===== src/rtl/pc_fetch_unit_pkg.sv =====
// Shared PIC16C5x core definitions: fetch phases, execute states, stack
// commands and fetch-stage constants.
package pc_fetch_unit_pkg;

  localparam int FE_STATE_BITS    = 2;
  localparam int EX_STATE_BITS    = 4;
  localparam int PC_WIDTH_DEFAULT = 11;
  localparam int PC_FULL_WIDTH    = 11;

  localparam logic [11:0] INST_NOP = 12'h000;

  typedef enum logic [FE_STATE_BITS-1:0] {
    FE_Q1 = 2'd0,
    FE_Q2 = 2'd1,
    FE_Q3 = 2'd2,
    FE_Q4 = 2'd3
  } feState_t;

  typedef enum logic [EX_STATE_BITS-1:0] {
    EX_Q1        = 4'd0,
    EX_Q2        = 4'd1,
    EX_Q3        = 4'd2,
    EX_Q4_NOP    = 4'd3,
    EX_Q4_ALU    = 4'd4,
    EX_Q4_MOVWF  = 4'd5,
    EX_Q4_CLRF   = 4'd6,
    EX_Q4_FSZ    = 4'd7,
    EX_Q4_BTFSX  = 4'd8,
    EX_Q4_BXF    = 4'd9,
    EX_Q4_MOVLW  = 4'd10,
    EX_Q4_CALL   = 4'd11,
    EX_Q4_GOTO   = 4'd12,
    EX_Q4_RETLW  = 4'd13,
    EX_Q4_OPTION = 4'd14,
    EX_Q4_TRIS   = 4'd15
  } exState_t;

  typedef enum logic [1:0] {
    STK_NOP  = 2'd0,
    STK_PUSH = 2'd1,
    STK_POP  = 2'd2
  } stkCmd_t;

  // True for the execute states whose fetched word must be replaced by NOP
  // regardless of the datapath qualifiers.
  function automatic logic isBranchState(input exState_t st);
    logic result;
    case (st)
      EX_Q4_RETLW, EX_Q4_GOTO, EX_Q4_CALL: result = 1'b1;
      default:                             result = 1'b0;
    endcase
    return result;
  endfunction

endpackage


===== src/rtl/pc_fetch_unit_call_stack.sv =====
// call_stack: two-entry hardware return stack; a third push silently drops
// the oldest entry and a pop never flags underflow.
module call_stack
  import pc_fetch_unit_pkg::*;
#(
  parameter int WIDTH = PC_WIDTH_DEFAULT
) (
  input  logic             clk,
  input  logic             rst_n,
  input  logic             enable,
  input  stkCmd_t          command,
  input  logic [WIDTH-1:0] dataIn,
  output logic [WIDTH-1:0] tos
);

  logic [WIDTH-1:0] entry0_r;
  logic [WIDTH-1:0] entry1_r;
  logic [WIDTH-1:0] entry0Nxt_s;
  logic [WIDTH-1:0] entry1Nxt_s;

  // Next-entry selection for push/pop; pop leaves the bottom entry in place.
  always_comb begin
    entry0Nxt_s = entry0_r;
    entry1Nxt_s = entry1_r;
    if (enable) begin
      case (command)
        STK_PUSH: begin
          entry0Nxt_s = dataIn;
          entry1Nxt_s = entry0_r;
        end
        STK_POP: begin
          entry0Nxt_s = entry1_r;
          entry1Nxt_s = entry1_r;
        end
        default: begin
          entry0Nxt_s = entry0_r;
          entry1Nxt_s = entry1_r;
        end
      endcase
    end else begin
      entry0Nxt_s = entry0_r;
      entry1Nxt_s = entry1_r;
    end
  end

  // Stack entry registers.
  always_ff @(posedge clk or negedge rst_n) begin
    if (!rst_n) begin
      entry0_r <= {WIDTH{1'b0}};
      entry1_r <= {WIDTH{1'b0}};
    end else begin
      entry0_r <= entry0Nxt_s;
      entry1_r <= entry1Nxt_s;
    end
  end

  assign tos = entry0_r;

endmodule


===== src/rtl/pc_fetch_unit.sv =====
// pc_fetch_unit: PIC16C5x program counter, instruction register and next-PC
// selection. Everything advances on the edge that ends the Q4 fetch phase.
module pc_fetch_unit
  import pc_fetch_unit_pkg::*;
#(
  parameter int                  PC_WIDTH     = PC_WIDTH_DEFAULT,
  parameter logic [PC_WIDTH-1:0] RESET_VECTOR = {PC_WIDTH{1'b1}}
) (
  input  logic                clk,
  input  logic                rst_n,
  input  feState_t            fetchState,
  input  exState_t            executeState,
  input  stkCmd_t             stackCommand,
  input  logic                skip,
  input  logic [1:0]          pageBits,
  input  logic                pclWrite,
  input  logic [7:0]          pclData,
  input  logic [11:0]         romData,
  output logic [PC_WIDTH-1:0] romAddr,
  output logic [11:0]         instOut,
  output logic [7:0]          pclOut
);

  logic [PC_WIDTH-1:0]      pc_r;
  logic [11:0]              inst_r;
  logic [PC_WIDTH-1:0]      pcNxt_s;
  logic [11:0]              instNxt_s;
  logic [PC_WIDTH-1:0]      pcInc_s;
  logic [PC_WIDTH-1:0]      tos_s;
  logic                     updateEdge_s;
  logic                     discard_s;
  logic [PC_FULL_WIDTH-1:0] gotoFull_s;
  logic [PC_FULL_WIDTH-1:0] callFull_s;
  logic [PC_FULL_WIDTH-1:0] pclFull_s;

  assign updateEdge_s = (fetchState == FE_Q4);
  assign pcInc_s      = pc_r + {{(PC_WIDTH-1){1'b0}}, 1'b1};

  // Targets are formed at full 11-bit width, then truncated for smaller parts.
  assign gotoFull_s = {pageBits, inst_r[8:0]};
  assign callFull_s = {pageBits, 1'b0, inst_r[7:0]};
  assign pclFull_s  = {pageBits, 1'b0, pclData};

  // Next-PC priority: return, goto, call, PCL write, then sequential.
  always_comb begin
    pcNxt_s = pcInc_s;
    case (executeState)
      EX_Q4_RETLW: pcNxt_s = tos_s;
      EX_Q4_GOTO:  pcNxt_s = gotoFull_s[PC_WIDTH-1:0];
      EX_Q4_CALL:  pcNxt_s = callFull_s[PC_WIDTH-1:0];
      default: begin
        if (pclWrite) begin
          pcNxt_s = pclFull_s[PC_WIDTH-1:0];
        end else begin
          pcNxt_s = pcInc_s;
        end
      end
    endcase
  end

  // The prefetched word is squashed whenever control flow leaves PC+1 or a
  // skip is taken; a taken skip still advances the PC by one.
  always_comb begin
    discard_s = 1'b0;
    case (executeState)
      EX_Q4_FSZ, EX_Q4_BTFSX: discard_s = skip | pclWrite;
      default: begin
        if (isBranchState(executeState)) begin
          discard_s = 1'b1;
        end else begin
          discard_s = pclWrite;
        end
      end
    endcase
  end

  assign instNxt_s = discard_s ? INST_NOP : romData;

  // PC and IR registers, loaded only on the Q4 update edge.
  always_ff @(posedge clk or negedge rst_n) begin
    if (!rst_n) begin
      pc_r   <= RESET_VECTOR;
      inst_r <= INST_NOP;
    end else if (updateEdge_s) begin
      pc_r   <= pcNxt_s;
      inst_r <= instNxt_s;
    end else begin
      pc_r   <= pc_r;
      inst_r <= inst_r;
    end
  end

  // The PC before the update already points past the call: it is the return address.
  call_stack #(
    .WIDTH (PC_WIDTH)
  ) uCallStack (
    .clk     (clk),
    .rst_n   (rst_n),
    .enable  (updateEdge_s),
    .command (stackCommand),
    .dataIn  (pc_r),
    .tos     (tos_s)
  );

  assign romAddr = pc_r;
  assign instOut = inst_r;
  assign pclOut  = pc_r[7:0];

endmodule

===== config.mk =====
export PLATFORM = sky130hd
export DESIGN_NAME = pc_fetch_unit
export DESIGN_NICKNAME = d
export VERILOG_FILES = /design/src/rtl/pc_fetch_unit_pkg.sv /design/src/rtl/pc_fetch_unit_call_stack.sv /design/src/rtl/pc_fetch_unit.sv
export SDC_FILE = /design/constraint.sdc
export NUM_CORES = 1
export LEC_CHECK = 0
export BUFFER_PORTS_ARGS = -buffer_cell sky130_fd_sc_hd__buf_2
export CAP_MARGIN = 25
export CORE_UTILIZATION = 30
export DETAILED_ROUTE_END_ITERATION = 7
export PLACE_DENSITY = 0.58
export SLEW_MARGIN = 0
export SYNTH_ARGS = -nofsm -noshare
export SYNTH_HDL_FRONTEND = slang
export SYNTH_SLANG_ARGS = --single-unit

===== constraint.sdc =====
create_clock -name clk -period 3.47 [get_ports clk]
set_input_delay 0 -clock clk [delete_from_list [all_inputs] [get_ports clk]]
set_output_delay 0 -clock clk [all_outputs]
set_load 0.02 [all_outputs]

### Word level (Yosys, flattened, before mapping)

Index checks and enable logic that the tools add are counted.

* add/subtract/negate cells: 1
* eq/ne operators: 8
* mux-type cells: 8
* bitwise logic cells: 1
* reduce and logical (&&, ||, !) cells: 5

Operators by type and width (number)
* $pmux 11 s3: 1
* $pmux 11 s2: 1
* $eq 4x4->1 const B: 4
* $mux 12: 1
* $add 11x1->11 const B: 1
* $mux 11: 1
* $eq 2x2->1 const B: 2
* $eq 4x3->1 const B: 1
* $mux 1: 4
* $reduce_and 2->1: 2
* $reduce_or 3->1: 1
* $eq 2x1->1 const B: 1
* $reduce_bool 2->1: 1
* $reduce_or 2->1: 1
* $or 1x1->1: 1

* register bits after elaboration: 45
* input bits: 34
* output and inout bits: 31

### Longest topological paths before layout

Gate-level depths: netlist (run 1).

* depth in word-level cells: 7
* depth in mapped cells: 6
* gate-level depth less buffers: 5

### Modules after synthesis

From an unflattened synthesis (run 1), not the netlist that was laid out.

* cell total of the unflattened synthesis: 250
* area, all modules: 2662.6 µm²

Modules (own cells, without submodules)
* pc_fetch_unit: instances 1, cells an instance 186, area each 1599.0 µm², sequential area each 589.3 µm²
* call_stack: instances 1, cells an instance 64, area each 1063.5 µm², sequential area each 550.5 µm²

### Worst setup path before layout (run 1)

OpenSTA, ideal clock, no wires.

* path kind: register to register
* from: register pc_r[2], in the netlist romAddr[2]
* to: register pc_r[6], in the netlist romAddr[6]
* setup time: 83 ps
* arrival time: 1532 ps
* required time: 3387 ps
* setup slack: 1854 ps
* cell stages (with the launch flop): 6
* path buffers: 1
* clock period less this slack: 1616 ps
* cells stage by stage: dfstp_2 -> and4_1 -> buf_2 -> and3_1 -> a221oi_1 -> o32a_1

* longest elaborated chain between the ends: 3

Ends and longest elaborated chain
* start, declared: RTL line pc_fetch_unit.sv:24 `logic [PC_WIDTH-1:0] pc_r;`
* start signal, assigned: RTL line pc_fetch_unit.sv:85 `pc_r <= pcNxt_s;`
* start signal, assigned: RTL line pc_fetch_unit.sv:88 `pc_r <= pc_r;`
* $add 11x1->11: RTL line pc_fetch_unit.sv:37 `assign pcInc_s = pc_r + {{(PC_WIDTH-1){1'b0}}, 1'b1};`
* $mux 11: RTL line pc_fetch_unit.sv:52 `if (pclWrite) begin`
* $pmux 11 s3: RTL line pc_fetch_unit.sv:47 `case (executeState)`

No other way between the ends.
A chain may end at the register's enable or synchronous reset.

### Worst setup path in the final report (run 1)

Same ends and word-level chain as after synthesis.

==> results of run 1 <==
[cells in the mapped netlist, types with 2 or more instances]
library cell and instances:
and4_1 2, mux2_2 13, nand3_1 4, o21ai_2 10
a41o_1 2, buf_1 2, buf_4 8, o211ai_1 3
ha_1 3, nand2b_1 5, nand2_1 43, o22ai_1 2
xnor2_1 3, o21ai_0 17, inv_1 9, mux2i_1 11
dfstp_2 11, a31oi_1 8, and3_1 3, a221oi_1 7
clkbuf_1 9, nand4b_1 3, a22oi_1 3, a21oi_1 5
o221ai_1 2, buf_2 5, and2_1 3, nand4_1 2
o32a_1 2, nor2_1 11, dfrtp_1 34
[area by class of cell]
type | count | area [um^2]
Clock buffer | 6 | 82.6
Clock inverter | 2 | 37.5
Fill cell | 839 | 5080
Inverter | 9 | 33.8
Multi-Input combinational cell | 183 | 1230
Sequential cell | 45 | 1140
Tap cell | 105 | 131
Timing Repair Buffer | 79 | 478
[where the power goes]
| part | internal [mW] | switching, mW |
|---|---|---|
| Sequential | 0.670 | 0.119 |
| Clock | 0.234 | 0.186 |
| Combinational | 0.203 | 0.252 |
| Total | 1.11 | 0.556 |
[worst max-delay path: cells and delay by family, from the launching register on]
kind            cells  cell delay, ns
flops               1            0.60
simple gates        2            0.65
compound gates      2            0.41
[worst paths after layout]
path / startpoint / end / slack (ns) / cells past startpoint
hold / removal: rst_n / uCallStack.tos[9]$_DFFE_PN0P_ / 0.05 / 2
max in group asynchronous: rst_n / romAddr[3]$_DFFE_PN1P_ / 2.92 / 3
setup / recovery: romAddr[2]$_DFFE_PN1P_ / romAddr[6]$_DFFE_PN1P_ / 1.74 / 4
setup reg to reg: romAddr[2]$_DFFE_PN1P_ / romAddr[6]$_DFFE_PN1P_ / 1.74 / 4
min in group clk: pclData[7] / romAddr[7]$_DFFE_PN1P_ / 0.05 / 3
hold reg to reg: instOut[9]$_DFFE_PN0P_ / instOut[9]$_DFFE_PN0P_ / 0.49 / 2
[cells by family (layout without fill, tap and decap cells)]
group | Yosys count | in the layout | synth area share (%)
AND/OR/NAND/NOR | 85 | 85 | 16.8
AO/OA/AOI/OAI | 68 | 68 | 18.9
flip-flops | 45 | 45 | 44.9
buffers and inverters | 34 | 96 | 6.75
multiplexers | 24 | 24 | 10.1
adder cells (fa/ha/maj) | 3 | 3 | 1.48
XOR/XNOR | 3 | 3 | 1.03
[routing by layer]
metal / share of wire (%) / GRT usage [%] / routed length (um)
met4: 1.2 / 4.62 / 80
met1: 46 / 21.6 / 3110
met2: 47 / 26.9 / 3200
met3: 5.3 / 2.67 / 358
met5: 0 / 0 / 0
[state kept, by name (all words and copies together) (netlist names)]
name,count
uCallStack.tos,11
uCallStack.entry1_r,11
romAddr,11
instOut,12
[what timing repair did]
action                                 4_1_cts  5_1_grt
endpoints found under the hold margin       46        0
setup buffers                                0        0
gates resized for setup                      0        0
hold buffers                                13        0
==> impl_metrics.yaml, run 1 <==
routing:
  routed_wl_mm: 6.75
  num_vias: 2204
  ant_nets: 0
  drtIter0Drc: 106
  vias_per_cell: 5.14
  drcViolationCount: 0
  firstDrtPassIters: 4
  wire_per_inst_um: 15.7
timing:
  drv_slew: 0
  hold_viol: 0
  slew_headroom_pct: 41.6
  fin_crit_sh_pct: 49.9
  clock_skew_ns: 0.00678
  fmax_ghz: 0.578
  setup_viol: 0
  post-route-min-period_ns: 1.73
  tightest_slew_ns: 0.875
  worst_slack_ns: 1.74
  whs_ns: 0.0453
  rsz0062_at_grt: "no"
  final.setup.tns_ns: 0
clock_tree:
  clockBufferDepth: 2
  clkLatencyLatePin_ns: 0.30
  cts.sinks: 45
  clkTransAtPathRegs_ns: 0.09
  h-tree-depth: 2
  cts_buffers: 5
  cts_tree: "done"
  cts_root_buf: "clkbuf_8"
finish:
  area_growth_syn_to_layout_pct: 23.3
  layout_common_cells: "buf_2, nand2_1, dfrtp_1"
  post-route-util_pct: 38.1
  nets: 360
  finalNonFillerCells: 429
  drive_gt1_share_pct: 34.3
  diodes: 0
  fin_area_um2: 3130
  final_common_cell: "buf_2"
synthesis:
  async_flop_share_pct: 100
  syn_nets: 299
  synth_top_area_share_pct: 33.5
  ys_seq_area_share_pct: 44.9
  synth-edff-count: 0
  synthCells: 262
  synthesis.yosys.warnings: 0
  synth_ff_type: "dfrtp_1"
  synth_area_um2: 2540
  ys_ff_latch: 45
  synth_cell_type_count: 48
  synthTopCellsByArea: "dfrtp_1, dfstp_2, nand2_1"
  syn_avg_cell_area_um2: 9.69
  synth_top_area_cell: "dfrtp_1"
critical_path:
  critPathLaunchType: "flip-flop"
  end_kind: "flip-flop"
  worstPathMaxFanout: 9
  path_cells: "and4_1 -> and3_1 -> a221oi_1 -> o32a_1"
  crit_required_ns: 3.71
  path_class: "reg2reg"
  arrival_ns: 1.97
  slowest_stage: "dfstp_2"
  critPathMaxStageDelay_ns: 0.60
floorplanning:
  start_util_pct: 30.9
  core_um2: 8220
  fp.dieArea_um2: 8840
  io_pins: 65
  std_cell_rows: 33
  die_y_um: 94.0
  die_x_um: 94.0
placed_design:
  dp_slack_ns: 1.77
  dp_hpwl_mm: 4.71
  gp_congestion: 0.789
  dp_cells: 407
  io_buffer_count: 64
  placed_area_um2: 2860
power:
  ir_drop_mv: 0.180
  leakage_nw: 1.44
  powerDensity_nw_per_um2: 531
  power_mw: 1.66
global_route:
  grt_pass1_vias: 2104
  grt_first_pass_wirelength_mm: 10.9
  grt_util_all_layers_pct: 16.2
  grt_max_degree: 46
  grt-ovfl-total: 0
  grt_antenna_before_repair: 0
flow_run:
  maxCapViolations: 0
outcome:
  status: "finished, final reports clean"
hold_path:
  worst_hold_path_type: "in2async"
No activity file was read; power rests on OpenSTA's default activity.
==> run 2: changes to the inputs <==
Clock period 3.47 ns to 1.62 ns, I/O delays scaled along.
==> run 2 against run 1 <==
Effect of this change: final cell count grew 4.0%; worst setup slack lost 1.6 ns; sequential power grew 110%; global-route usage grew 0.57 points; non-clock buffer count grew 17; wire length grew 3.5%; final area grew 3.0%; maximum frequency grew 17%; worst hold slack gained 0.0035 ns; sequential share of layout area shrank 1.1 points; via count grew 1.7%; power grew 110%; largest power group unchanged.
==> impl_metrics.yaml, run 2 (synthesized netlist as in run 1, its figures left out) <==
placed_design:
  dp_hpwl_mm: 5.07
  io_buffer_count: 64
  gp_congestion: 0.775
  dp_slack_ns: 0.123
  placed_area_um2: 3010
  dp_cells: 425
global_route:
  grt_max_degree: 28
  grt-ovfl-total: 0
  grt_pass1_vias: 2125
  grt_first_pass_wirelength_mm: 11.2
  grt_util_all_layers_pct: 16.8
  grt_antenna_before_repair: 0
hold_path:
  worst_hold_path_type: "in2reg"
finish:
  seq_area_um2: 1140
  largest_reg_flops: 12
  drive_gt1_share_pct: 37.5
  area_growth_syn_to_layout_pct: 27.0
  fillers: 834
  nets: 377
  layout_common_cells: "buf_2, nand2_1, dfrtp_1"
  finalNonFillerCells: 446
  diodes: 0
  fin_area_um2: 3230
  final_common_cell: "buf_2"
  multi_input_area_um2: 1230
power:
  power_mw: 3.44
  ir_drop_mv: 0.517
  powerDensity_nw_per_um2: 1070
  leakage_nw: 1.51
  clkPwrFrac_pct: 20.0
  power.internal_mw: 2.23
  seqPwrFrac_pct: 47.5
  combPwrFrac_pct: 32.5
  p_sw_mw: 1.21
  sw_frac_of_total_pct: 35.2
routing:
  drcViolationCount: 0
  num_vias: 2242
  routed_wl_mm: 6.99
  vias_per_cell: 5.03
  firstDrtPassIters: 4
  ant_nets: 0
  drtIter0Drc: 130
  wire_per_inst_um: 15.7
clock_tree:
  post_cts_resized: 0
  cts.sinks: 45
  clockBufferDepth: 2
  clkTransAtPathRegs_ns: 0.09
  cts_buffers: 5
  clkLatencyLatePin_ns: 0.30
  h-tree-depth: 2
  cts_tree: "done"
  cts_root_buf: "clkbuf_8"
timing:
  fmax_ghz: 0.675
  rsz0062_at_grt: "no"
  final.setup.tns_ns: 0
  tightest_slew_ns: 0.582
  post-route-min-period_ns: 1.48
  slew_headroom_pct: 61.2
  setup_viol: 0
  clock_skew_ns: 0.00998
  worst_slack_ns: 0.139
  fin_crit_sh_pct: 91.4
  drv_slew: 0
  hold_viol: 0
critical_path:
  crit_required_ns: 1.85
  path_class: "reg2reg"
  critPathLaunchType: "flip-flop"
  worstPathMaxFanout: 8
  end_kind: "flip-flop"
  arrival_ns: 1.71
flow_run:
  maxCapViolations: 0
floorplanning:
  fp.dieArea_um2: 8840
  io_pins: 65
  core_um2: 8220
  std_cell_rows: 33
  start_util_pct: 30.9
  die_y_um: 94.0
  die_x_um: 94.0
outcome:
  status: "finished, final reports clean"
==> run 2: cell count changes in the layout (fill, tap and decap cells not counted), sizes merged <==
cell,before,now
bufinv,1,0
clkinv,0,2
buf,66,83
clkbuf,6,5
==> run 2: power by group through the flow <==
stage / sequential [mW] / clock [mW] / combinational [mW]
floorplan: 1.73 / 0 / 0.626
global placement: 1.64 / 0 / 1.08
detailed placement: 1.65 / 0 / 1.10
CTS: 1.63 / 0.707 / 1.13
global route: 1.67 / 0.758 / 1.23
finish: 1.63 / 0.688 / 1.12
==> run 2: cell type report <==
class | count | share of cell area [%]
multi-input cells | 183 | 38.1
clock buffers | 5 | 2.13
clock inverters | 3 | 0.543
flip-flops and latches | 45 | 35.3
inverters | 9 | 1.05
repair buffers | 96 | 18.8
well taps | 105 | 4.07
==> run 2: metrics by stage <==
stage	hold WS [ns]	util [%]
after floorplan	-0.296	-
final	0.0488	39.3
after detailed placement	-0.00565	36.6
after CTS	0.0397	39.3
after global routing	0.0359	39.3
after global placement	-0.00667	36.6
==> run 2: worst paths after layout <==
kind                                         start  slack, ns                       to  depth (start not counted)
setup / recovery            romAddr[5]$_DFFE_PN1P_       0.14   romAddr[7]$_DFFE_PN1P_                          5
hold / removal                          pclData[2]       0.05   romAddr[2]$_DFFE_PN1P_                          3
setup reg to reg            romAddr[5]$_DFFE_PN1P_       0.14   romAddr[7]$_DFFE_PN1P_                          5
hold reg to reg            instOut[10]$_DFFE_PN0P_       0.50  instOut[10]$_DFFE_PN0P_                          2
max in group asynchronous                    rst_n       0.85   romAddr[1]$_DFFE_PN1P_                          3
min in group asynchronous                    rst_n       0.20  instOut[10]$_DFFE_PN0P_                          2
==> run 2: metal layers <==
layer | track usage, % | vias to the layer above | wire length [um]
li1 | - | 1098 | -
met1 | 22.4 | 1063 | 3200
met2 | 28.0 | 74 | 3300
met3 | 3.16 | 7 | 415
met4 | 3.72 | 0 | 72
met5 | 0 | - | 0
==> run 2: what timing repair did <==
item / CTS / global route
hold endpoints to repair: 29 / 0
hold buffers: 13 / 0
buffers inserted: 0 / 0
==> run 2: worst max-delay path, cell delays in order, from the launching register on <==
cell	delay [ns]
dfstp_2	0.58
and4_1	0.21
buf_4	0.16
a311oi_1	0.10
a41o_1	0.22
o22ai_1	0.14
==> run 3: changes to the inputs <==
==> constraint.sdc (replaced) <==
create_clock -name clk -period 1.62 [get_ports clk]
set_input_delay 0.162 -clock clk [delete_from_list [all_inputs] [get_ports clk]]
set_output_delay 0.162 -clock clk [all_outputs]
set_load 0.02 [all_outputs]
==> run 3 against run 2 <==
Effect of this change: clock-buffer cell count unchanged; maximum frequency decreased by 1.7%; worst setup slack got worse by 0.026 ns; worst hold slack improved by 0.038 ns; non-clock buffer count decreased by 6; global-route usage increased by 0.41 points; final area decreased by 0.85%; first-iteration DRC count decreased by 30%; critical path depth decreased by 1; register-to-register slack got worse by 0.03 ns; clock skew decreased by 0.0065 ns; final cell count decreased by 1.3%; critical path type unchanged; critical endpoint is now romAddr[6]$_DFFE_PN1P_; largest cell class unchanged.
==> impl_metrics.yaml, run 3 (synthesized netlist as in run 1, its figures left out) <==
placed_design:
  dp_cells: 431
  dp_hpwl_mm: 5.07
  dp_slack_ns: 0.0682
  placed_area_um2: 3050
  gp_congestion: 0.769
  io_buffer_count: 64
timing:
  slew_headroom_pct: 63.7
  tightest_slew_ns: 0.545
  drv_slew: 0
  post-route-min-period_ns: 1.51
  clock_skew_ns: 0.00347
  fin_crit_sh_pct: 93.1
  fmax_ghz: 0.663
  hold_viol: 0
  worst_slack_ns: 0.112
  rsz0062_at_grt: "no"
  final.setup.tns_ns: 0
  setup_viol: 0
global_route:
  grt_pass1_vias: 2148
  grt_use_met3_pct: 2.43
  grt_max_degree: 25
  grt-ovfl-total: 0
  grt_util_all_layers_pct: 17.2
  grt_antenna_before_repair: 0
  grt_use_met1_pct: 22.7
  busiest_layer: "met2"
  globalRouteMet2Util_pct: 28.9
  grt_first_pass_wirelength_mm: 11.4
floorplanning:
  fp.dieArea_um2: 8840
  io_pins: 65
  die_y_um: 94.0
  std_cell_rows: 33
  start_util_pct: 30.9
  core_um2: 8220
  die_x_um: 94.0
critical_path:
  critPathLaunchType: "flip-flop"
  r2r-end: "romAddr[6]$_DFFE_PN1P_"
  arrival_ns: 1.74
  end_kind: "flip-flop"
  critPathMaxStageDelay_ns: 0.57
  path_class: "reg2reg"
  worstPathMaxFanout: 4
  r2r_setup_slack_ns: 0.11
  crit_required_ns: 1.85
  r2r_start: "romAddr[0]$_DFFE_PN1P_"
  slowest_stage: "dfstp_2"
  path_cells: "ha_1 -> and3_1 -> a221oi_1 -> o32a_1"
  reg2reg_depth: 4
finish:
  diodes: 0
  multi_input_area_um2: 1230
  nets: 371
  finalNonFillerCells: 440
  seq_area_um2: 1140
  fillers: 840
  final_common_cell: "buf_2"
  layout_common_cells: "buf_2, nand2_1, dfrtp_1"
  largest_reg_flops: 12
  fin_area_um2: 3200
  area_growth_syn_to_layout_pct: 25.9
  drive_gt1_share_pct: 40.0
clock_tree:
  cts.sinks: 45
  clkTransAtPathRegs_ns: 0.09
  cts_root_buf: "clkbuf_8"
  post_cts_resized: 0
  cts_tree: "done"
  h-tree-depth: 2
  clkLatencyLatePin_ns: 0.30
  cts_buffers: 5
  clockBufferDepth: 2
routing:
  routed_wl_mm: 6.97
  wire_per_inst_um: 15.8
  drtIter0Drc: 91
  vias_per_cell: 5.06
  ant_nets: 0
  firstDrtPassIters: 4
  num_vias: 2228
  drcViolationCount: 0
flow_run:
  maxCapViolations: 0
hold_path:
  min_from: "romData[9]"
  holdPathEnd: "instOut[9]$_DFFE_PN0P_"
  worst_hold_path_type: "in2reg"
  holdPathStages: 3
outcome:
  status: "finished, final reports clean"
power:
  ir_drop_mv: 0.546
  powerDensity_nw_per_um2: 1170
  leakage_nw: 1.52
## run 3: layout make-up
| type | count | share of cell area, % |
|---|---|---|
| sequential | 45 | 35.6 |
| inverter | 9 | 1.06 |
| clock buffer | 5 | 2.15 |
| multi-input combinational | 183 | 38.4 |
| timing repair buffer | 90 | 16.6 |
| clock inverter | 3 | 2.03 |
| tap | 105 | 4.11 |
## run 3: report_power, final
part	total (mW)	internal, mW	switching, mW
Combinational	1.12	0.497	0.618
Sequential	1.62	1.43	0.188
Clock	1.02	0.613	0.409
## run 3: stage by stage
stage	total power [mW]	utilization (%)	hold slack [ns]
after floorplan	2.36	-	-0.134
after global placement	2.73	37.2	0.169
after detailed placement	2.76	37.2	0.172
after CTS	3.79	38.9	0.0814
after global routing	4.00	38.9	0.0750
final	3.76	38.9	0.0870
## run 3: timing repair
action,CTS,global route
hold buffers,1,0
hold endpoints to repair,12,0
buffers inserted,0,0
## run 3: critical path: cells and delay by family, from the launching register on
family	cells	cell delay [ns]
compound gates	2	0.40
fa+ha+maj	1	0.23
flops	1	0.57
simple gates	1	0.24
## run 3: worst max path at each step
| stage | startpoint | endpoint | slack, ns | cells past startpoint |
|---|---|---|---|---|
| 5_1_grt | romAddr[0]$_DFFE_PN1P_ | romAddr[10]$_DFFE_PN1P_ | 0.03 | 4 |
| 4_1_cts | romAddr[0]$_DFFE_PN1P_ | romAddr[10]$_DFFE_PN1P_ | 0.11 | 4 |
| 3_5_place_dp | executeState[2] | instOut[8]$_DFFE_PN0P_ | 0.07 | 6 |
| 2_1_floorplan | romAddr[2]$_DFFE_PN1P_ | romAddr[6]$_DFFE_PN1P_ | 0.004 | 5 |
| 6_report | romAddr[0]$_DFFE_PN1P_ | romAddr[6]$_DFFE_PN1P_ | 0.11 | 4 |
| 3_3_place_gp | executeState[2] | instOut[10]$_DFFE_PN0P_ | 0.11 | 6 |
## run 3: per-layer routing
layer	vias up	share of wire [%]
li1	1074	-
met1	1080	48
met2	65	47
met3	9	4.0
met4	0	1.5
met5	-	0
